[src/rtl/pl_sysref_capture_ctrl.sv]
// pl_sysref_capture_ctrl
// Synchronises the buffered PL SYSREF, measures its period to declare lock and,
// once armed by software, forwards whole SYSREF pulses to the RFDC user_sysref inputs.
module pl_sysref_capture_ctrl #(
   parameter int unsigned NUM_CH      = 2,
   parameter int unsigned SYNC_STAGES = 2,
   parameter int unsigned PERIOD_W    = 16,
   parameter int unsigned LOCK_COUNT  = 4
) (
   input  logic                pl_clk,
   input  logic                pl_resetn,
   input  logic                pl_sysref,
   input  logic                arm,
   input  logic                disarm,
   input  logic                mode,
   input  logic [NUM_CH-1:0]   ch_en,
   input  logic                err_clear,
   output logic [NUM_CH-1:0]   sysref_out,
   output logic                locked,
   output logic [PERIOD_W-1:0] period,
   output logic                period_err,
   output logic                busy,
   output logic                done
);

   localparam int unsigned         MATCH_W   = 8;
   localparam logic [PERIOD_W-1:0] CNT_MAX   = '1;
   localparam logic [MATCH_W-1:0]  MATCH_MAX = MATCH_W'(LOCK_COUNT);

   typedef enum logic [1:0] {
      S_IDLE  = 2'd0,
      S_ARMED = 2'd1,
      S_FWD   = 2'd2
   } state_t;

   logic [SYNC_STAGES-1:0] sync_q;
   logic                   s;
   logic                   s_d;
   logic                   rise_c;
   logic                   fall_c;

   logic [PERIOD_W-1:0]    cnt;
   logic [PERIOD_W-1:0]    cnt_nxt_c;
   logic [PERIOD_W-1:0]    prev;
   logic [PERIOD_W-1:0]    meas_c;
   logic                   meas_valid_c;
   logic [MATCH_W-1:0]     match;
   logic [MATCH_W-1:0]     match_nxt_c;
   logic                   locked_nxt_c;

   state_t                 state;
   state_t                 state_nxt_c;
   logic                   mode_lat;
   logic [NUM_CH-1:0]      ch_en_lat;
   logic                   stop_pend;
   logic                   arm_ok_c;
   logic                   fwd_c;
   logic                   done_nxt_c;
   logic                   stop_set_c;

   assign s      = sync_q[SYNC_STAGES-1];
   assign rise_c = s & ~s_d;
   assign fall_c = ~s & s_d;

   // Metastability synchroniser on the SYSREF pin plus one-cycle delayed copy for edge detect
   always_ff @(posedge pl_clk or negedge pl_resetn) begin
      if (!pl_resetn) begin
         sync_q <= '0;
         s_d    <= 1'b0;
      end else begin
         sync_q <= {sync_q[SYNC_STAGES-2:0], pl_sysref};
         s_d    <= s;
      end
   end

   // Period measurement and consecutive-match tracking; lock drops when the counter saturates
   always_comb begin
      cnt_nxt_c    = cnt;
      match_nxt_c  = match;
      meas_c       = cnt + PERIOD_W'(1);
      meas_valid_c = rise_c && (cnt != CNT_MAX);
      if (rise_c) begin
         cnt_nxt_c = '0;
      end else if (cnt != CNT_MAX) begin
         cnt_nxt_c = cnt + PERIOD_W'(1);
      end
      if (rise_c) begin
         if (meas_valid_c && (meas_c == prev)) begin
            if (match != MATCH_MAX) begin
               match_nxt_c = match + MATCH_W'(1);
            end
         end else begin
            match_nxt_c = '0;
         end
      end else if (cnt_nxt_c == CNT_MAX) begin
         match_nxt_c = '0;
      end
      locked_nxt_c = (match_nxt_c == MATCH_MAX);
   end

   // Lock state registers; a falling lock sets the sticky error, which beats a clear
   always_ff @(posedge pl_clk or negedge pl_resetn) begin
      if (!pl_resetn) begin
         cnt        <= CNT_MAX;
         prev       <= '0;
         match      <= '0;
         locked     <= 1'b0;
         period     <= '0;
         period_err <= 1'b0;
      end else begin
         cnt    <= cnt_nxt_c;
         match  <= match_nxt_c;
         locked <= locked_nxt_c;
         if (meas_valid_c) begin
            prev   <= meas_c;
            period <= meas_c;
         end
         if (locked && !locked_nxt_c) begin
            period_err <= 1'b1;
         end else if (err_clear) begin
            period_err <= 1'b0;
         end
      end
   end

   // Capture FSM state register
   always_ff @(posedge pl_clk or negedge pl_resetn) begin
      if (!pl_resetn) begin
         state <= S_IDLE;
      end else begin
         state <= state_nxt_c;
      end
   end

   // Capture FSM next state; exits from FWD only happen while the synchronised level is low
   always_comb begin
      state_nxt_c = state;
      case (state)
         S_IDLE: begin
            if (arm && !disarm) begin
               state_nxt_c = S_ARMED;
            end
         end
         S_ARMED: begin
            if (disarm) begin
               state_nxt_c = S_IDLE;
            end else if (rise_c && locked) begin
               state_nxt_c = S_FWD;
            end
         end
         S_FWD: begin
            if (!mode_lat) begin
               if (fall_c) begin
                  state_nxt_c = S_IDLE;
               end
            end else if (!s && (disarm || stop_pend)) begin
               state_nxt_c = S_IDLE;
            end
         end
         default: state_nxt_c = S_IDLE;
      endcase
   end

   // Capture FSM decoded controls; a disarm in ARMED wins so no partial pulse leaks out
   always_comb begin
      arm_ok_c   = (state == S_IDLE) && arm && !disarm;
      fwd_c      = (state == S_FWD) ||
                   ((state == S_ARMED) && rise_c && locked && !disarm);
      done_nxt_c = (state == S_FWD) && !mode_lat && fall_c;
      stop_set_c = (state == S_FWD) && mode_lat && disarm && s;
   end

   // Arm-time configuration latch and deferred stop request for continuous mode
   always_ff @(posedge pl_clk or negedge pl_resetn) begin
      if (!pl_resetn) begin
         mode_lat  <= 1'b0;
         ch_en_lat <= '0;
         stop_pend <= 1'b0;
      end else begin
         if (arm_ok_c) begin
            mode_lat  <= mode;
            ch_en_lat <= ch_en;
         end
         if (state_nxt_c != S_FWD) begin
            stop_pend <= 1'b0;
         end else if (stop_set_c) begin
            stop_pend <= 1'b1;
         end
      end
   end

   // Registered gated SYSREF outputs and status
   always_ff @(posedge pl_clk or negedge pl_resetn) begin
      if (!pl_resetn) begin
         sysref_out <= '0;
         busy       <= 1'b0;
         done       <= 1'b0;
      end else begin
         sysref_out <= fwd_c ? ({NUM_CH{s}} & ch_en_lat) : '0;
         busy       <= (state_nxt_c != S_IDLE);
         done       <= done_nxt_c;
      end
   end

endmodule

[config.mk]
export PLATFORM = sky130hd
export DESIGN_NAME = pl_sysref_capture_ctrl
export DESIGN_NICKNAME = d
export VERILOG_FILES = /design/src/rtl/pl_sysref_capture_ctrl.sv
export SDC_FILE = /design/constraint.sdc
export NUM_CORES = 1
export LEC_CHECK = 0
export BUFFER_PORTS_ARGS = -buffer_cell sky130_fd_sc_hd__buf_2
export CAP_MARGIN = 20
export CORE_ASPECT_RATIO = 0.75
export CORE_MARGIN = 1
export CORE_UTILIZATION = 60
export DETAILED_ROUTE_END_ITERATION = 16
export PLACE_DENSITY = 0.81
export SYNTH_ARGS = -nofsm -noshare
export SYNTH_HDL_FRONTEND = slang
export SYNTH_SLANG_ARGS = --single-unit
[constraint.sdc]
create_clock -name pl_clk -period 6.6 [get_ports pl_clk]
set_clock_uncertainty 0.05 [all_clocks]
set_input_delay 0.66 -clock pl_clk [delete_from_list [all_inputs] [get_ports pl_clk]]
set_output_delay 0.66 -clock pl_clk [all_outputs]
set_load 0.01 [all_outputs]
==> impl_metrics.tcl <==
set metrics [dict create \
    ant_nets 0 \
    synth_seq_area_share_pct 42.2 \
    status "finished, final reports clean" \
    maxCapViolCount 0 \
    synth_top_cell_by_area "dfrtp_1" \
    cts_resized 0 \
    muxShareOfSynthArea_pct 2.19 \
    vias_per_cell 6.10 \
    drcViolationCount 0 \
    yosys.area_share.adder_pct 1.13 \
    synth_ff_type "dfrtp_1" \
    antenna_cells 0 \
    synth.distinct_cells 71 \
    timing.fmax_mhz 248 \
    cts.clk_slew.worst_paths_ns 0.11 \
    synth_nets 345 \
    yosys.area_share.simple_pct 21.4 \
    synth_xor_area_share_pct 9.90 \
    leakage_nw 1.48 \
    syn_to_final_growth_pct 5.14 \
    finalInstanceArea_mm2 0.00348 \
    tightest_slew_ns 0.949 \
    ios 31 \
    post_cts_buffers 0 \
    slew_violations 0 \
    gp_congestion 0.983 \
    startpoint_type "flop" \
    vias 2591 \
    syn_inst 333 \
    timing.hold.ws_ns 0.315 \
    grt_pass1_vias 2221 \
    arrival_ns 4.15 \
    placed_cell_area_mm2 0.00339 \
    rrSetupSlack_ns 2.57 \
    power_density_mw_per_mm2 246 \
    worstSkewPairLatency_ns 0.32 \
    cts_hold_buffers 0 \
    start_util_pct 62.2 \
    cts_tree "built" \
    htreeDepth 2 \
    port_buffers 30 \
    syn_avg_cell_area_um2 9.95 \
    root_buffer "clkbuf_8" \
    synthTopCellsByArea "dfrtp_1, dfstp_2, o21ai_0" \
    die_x_um 87.8 \
    dpl.hpwl_um 4940 \
    nets 361 \
    timing.setup.tns_ns 0 \
    slew_headroom_pct 35.8 \
    grt_max_degree 56 \
    async_flop_share_pct 100 \
    drt-initial-drc-count 318 \
    critPathMaxFanout 16 \
    min_period_ns 4.03 \
    worstHoldPathType "reg -> reg" \
    drtPass1Iterations 5 \
    routed_wl_um 6960 \
    rsz0062_at_grt "no" \
    fin_crit_sh_pct 61.1 \
    hold_viol 0 \
    grt_usage_pct 26.0 \
    syn_area_mm2 0.00331 \
    finalSetupViolCount 0 \
    cts_sinks 55 \
    synth_top_family_by_area "simple AND/OR/NAND/NOR gates" \
    crit_type "reg -> reg" \
    yosysWarnings 0 \
    synth-edff-count 0 \
    rows 23 \
    core_area_mm2 0.00532 \
    die_y_um 66.3 \
    wl_per_cell_um 16.4 \
    worstSetupEndpointType "flop" \
    ys_ff_latch 55 \
    die_area_mm2 0.00582 \
    grt_pass1_wl_um 11300 \
    overflow 0 \
    synth_compound_area_share_pct 16.1 \
    crit_required_ns 6.72 \
    synth_top_area_share_pct 29.5 \
    vdd_drop_max_mv 0.139 \
    clockBufferDepth 2 \
    drive_above_1_share_pct 21.7 \
    numCtsBuffers 5 \
    antenna_found_initial 0 \
]
==> critical path, cell delays in order (launching register included) <==
cell,delay [ns]
dfstp_2,0.66
ha_1,0.41
nand3_1,0.33
nor3_1,0.45
nand2b_1,0.54
o21ai_0,0.26
a21oi_1,0.11
or2_1,0.31
a221o_1,0.40
nor3b_2,0.21
a41oi_1,0.14
==> Yosys cell counts, drive strengths merged (9+ instances only) <==
| cell type | n |
|---|---|
| a21oi | 18 |
| buf | 9 |
| clkbuf | 14 |
| dfrtp | 39 |
| dfstp | 16 |
| inv | 12 |
| nand2 | 30 |
| nand3 | 12 |
| nand4 | 9 |
| nor2 | 19 |
| o21ai | 29 |
| xnor2 | 15 |
| xor2 | 12 |
==> registers in the layout (all words and copies together) (netlist names) <==
register	cells
busy	1
stop_pend	1
s_d	1
sysref_out	2
done	1
locked	1
match	8
mode_lat	1
sync_q	2
period_err	1
ch_en_lat	2
state	2
prev	16
cnt	16
==> routing by layer <==
metal | up-vias | track usage, % | part of all wire (%)
li1 | 1236 | - | -
met1 | 1234 | 40.9 | 49
met2 | 115 | 35.8 | 42
met3 | 6 | 5.99 | 8.0
met4 | 0 | 5.53 | 0.93
met5 | - | 0 | 0
==> placed cells by master, fill, tap and decap left out, types with 3 or more instances in the layout <==
cell,instances
nor2_1,19
or3_1,3
nand4_1,7
xnor3_1,3
a21oi_1,18
ha_1,3
dfstp_2,16
nor4b_1,3
nor4_1,3
mux2i_1,5
nand2b_1,8
and3_1,5
xnor2_1,15
buf_2,30
dfrtp_1,39
xor2_1,12
nand3_1,12
nor2b_1,8
o21ai_0,28
nor3_1,4
a211oi_1,3
o31ai_1,4
inv_1,12
clkbuf_8,5
nand2_1,30
==> power by group <==
group          switching (mW)  total [mW]  internal (mW)
clock network           0.119       0.197         0.0776
logic                   0.117       0.225          0.108
registers              0.0535       0.436          0.383
total                   0.290       0.858          0.568
==> cell families after synthesis <==
family,count (synthesis)
buffers and inverters,35
AO/OA/AOI/OAI,81
multiplexers,7
XOR/XNOR,31
adder cells (fa/ha/maj),3
AND/OR/NAND/NOR,121
flip-flops,55
==> stage by stage <==
step	worst slack [ns]	instances	util, %	power (mW)
CTS	2.62	425	65.4	0.861
detailed placement	2.66	417	63.6	0.663
floorplan	3.32	333	-	0.604
finish	2.57	425	65.4	0.858
global placement	2.91	417	63.6	0.654
global route	2.24	425	65.4	0.910
==> cell type report <==
| class | count | area (um^2) |
|---|---|---|
| Clock buffer | 5 | 68.8 |
| Clock inverter | 3 | 25.0 |
| Fill cell | 421 | 1840 |
| Inverter | 12 | 45.0 |
| Multi-Input combinational cell | 243 | 1690 |
| Sequential cell | 55 | 1400 |
| Tap cell | 75 | 93.8 |
| Timing Repair Buffer | 32 | 165 |
==> worst paths after layout <==
| path | cells past startpoint | end | startpoint |
|---|---|---|---|
| setup reg to reg | 10 | period_err | cnt[0] |
| hold reg to reg | 0 | sync_q[1] | sync_q[0] |
| hold / removal | 0 | sync_q[1] | sync_q[0] |
| min in group asynchronous | 2 | done | pl_resetn |
| max in group asynchronous | 2 | prev[2] | pl_resetn |
| setup / recovery | 10 | period_err | cnt[0] |
(Power assumes the default switching activity.)
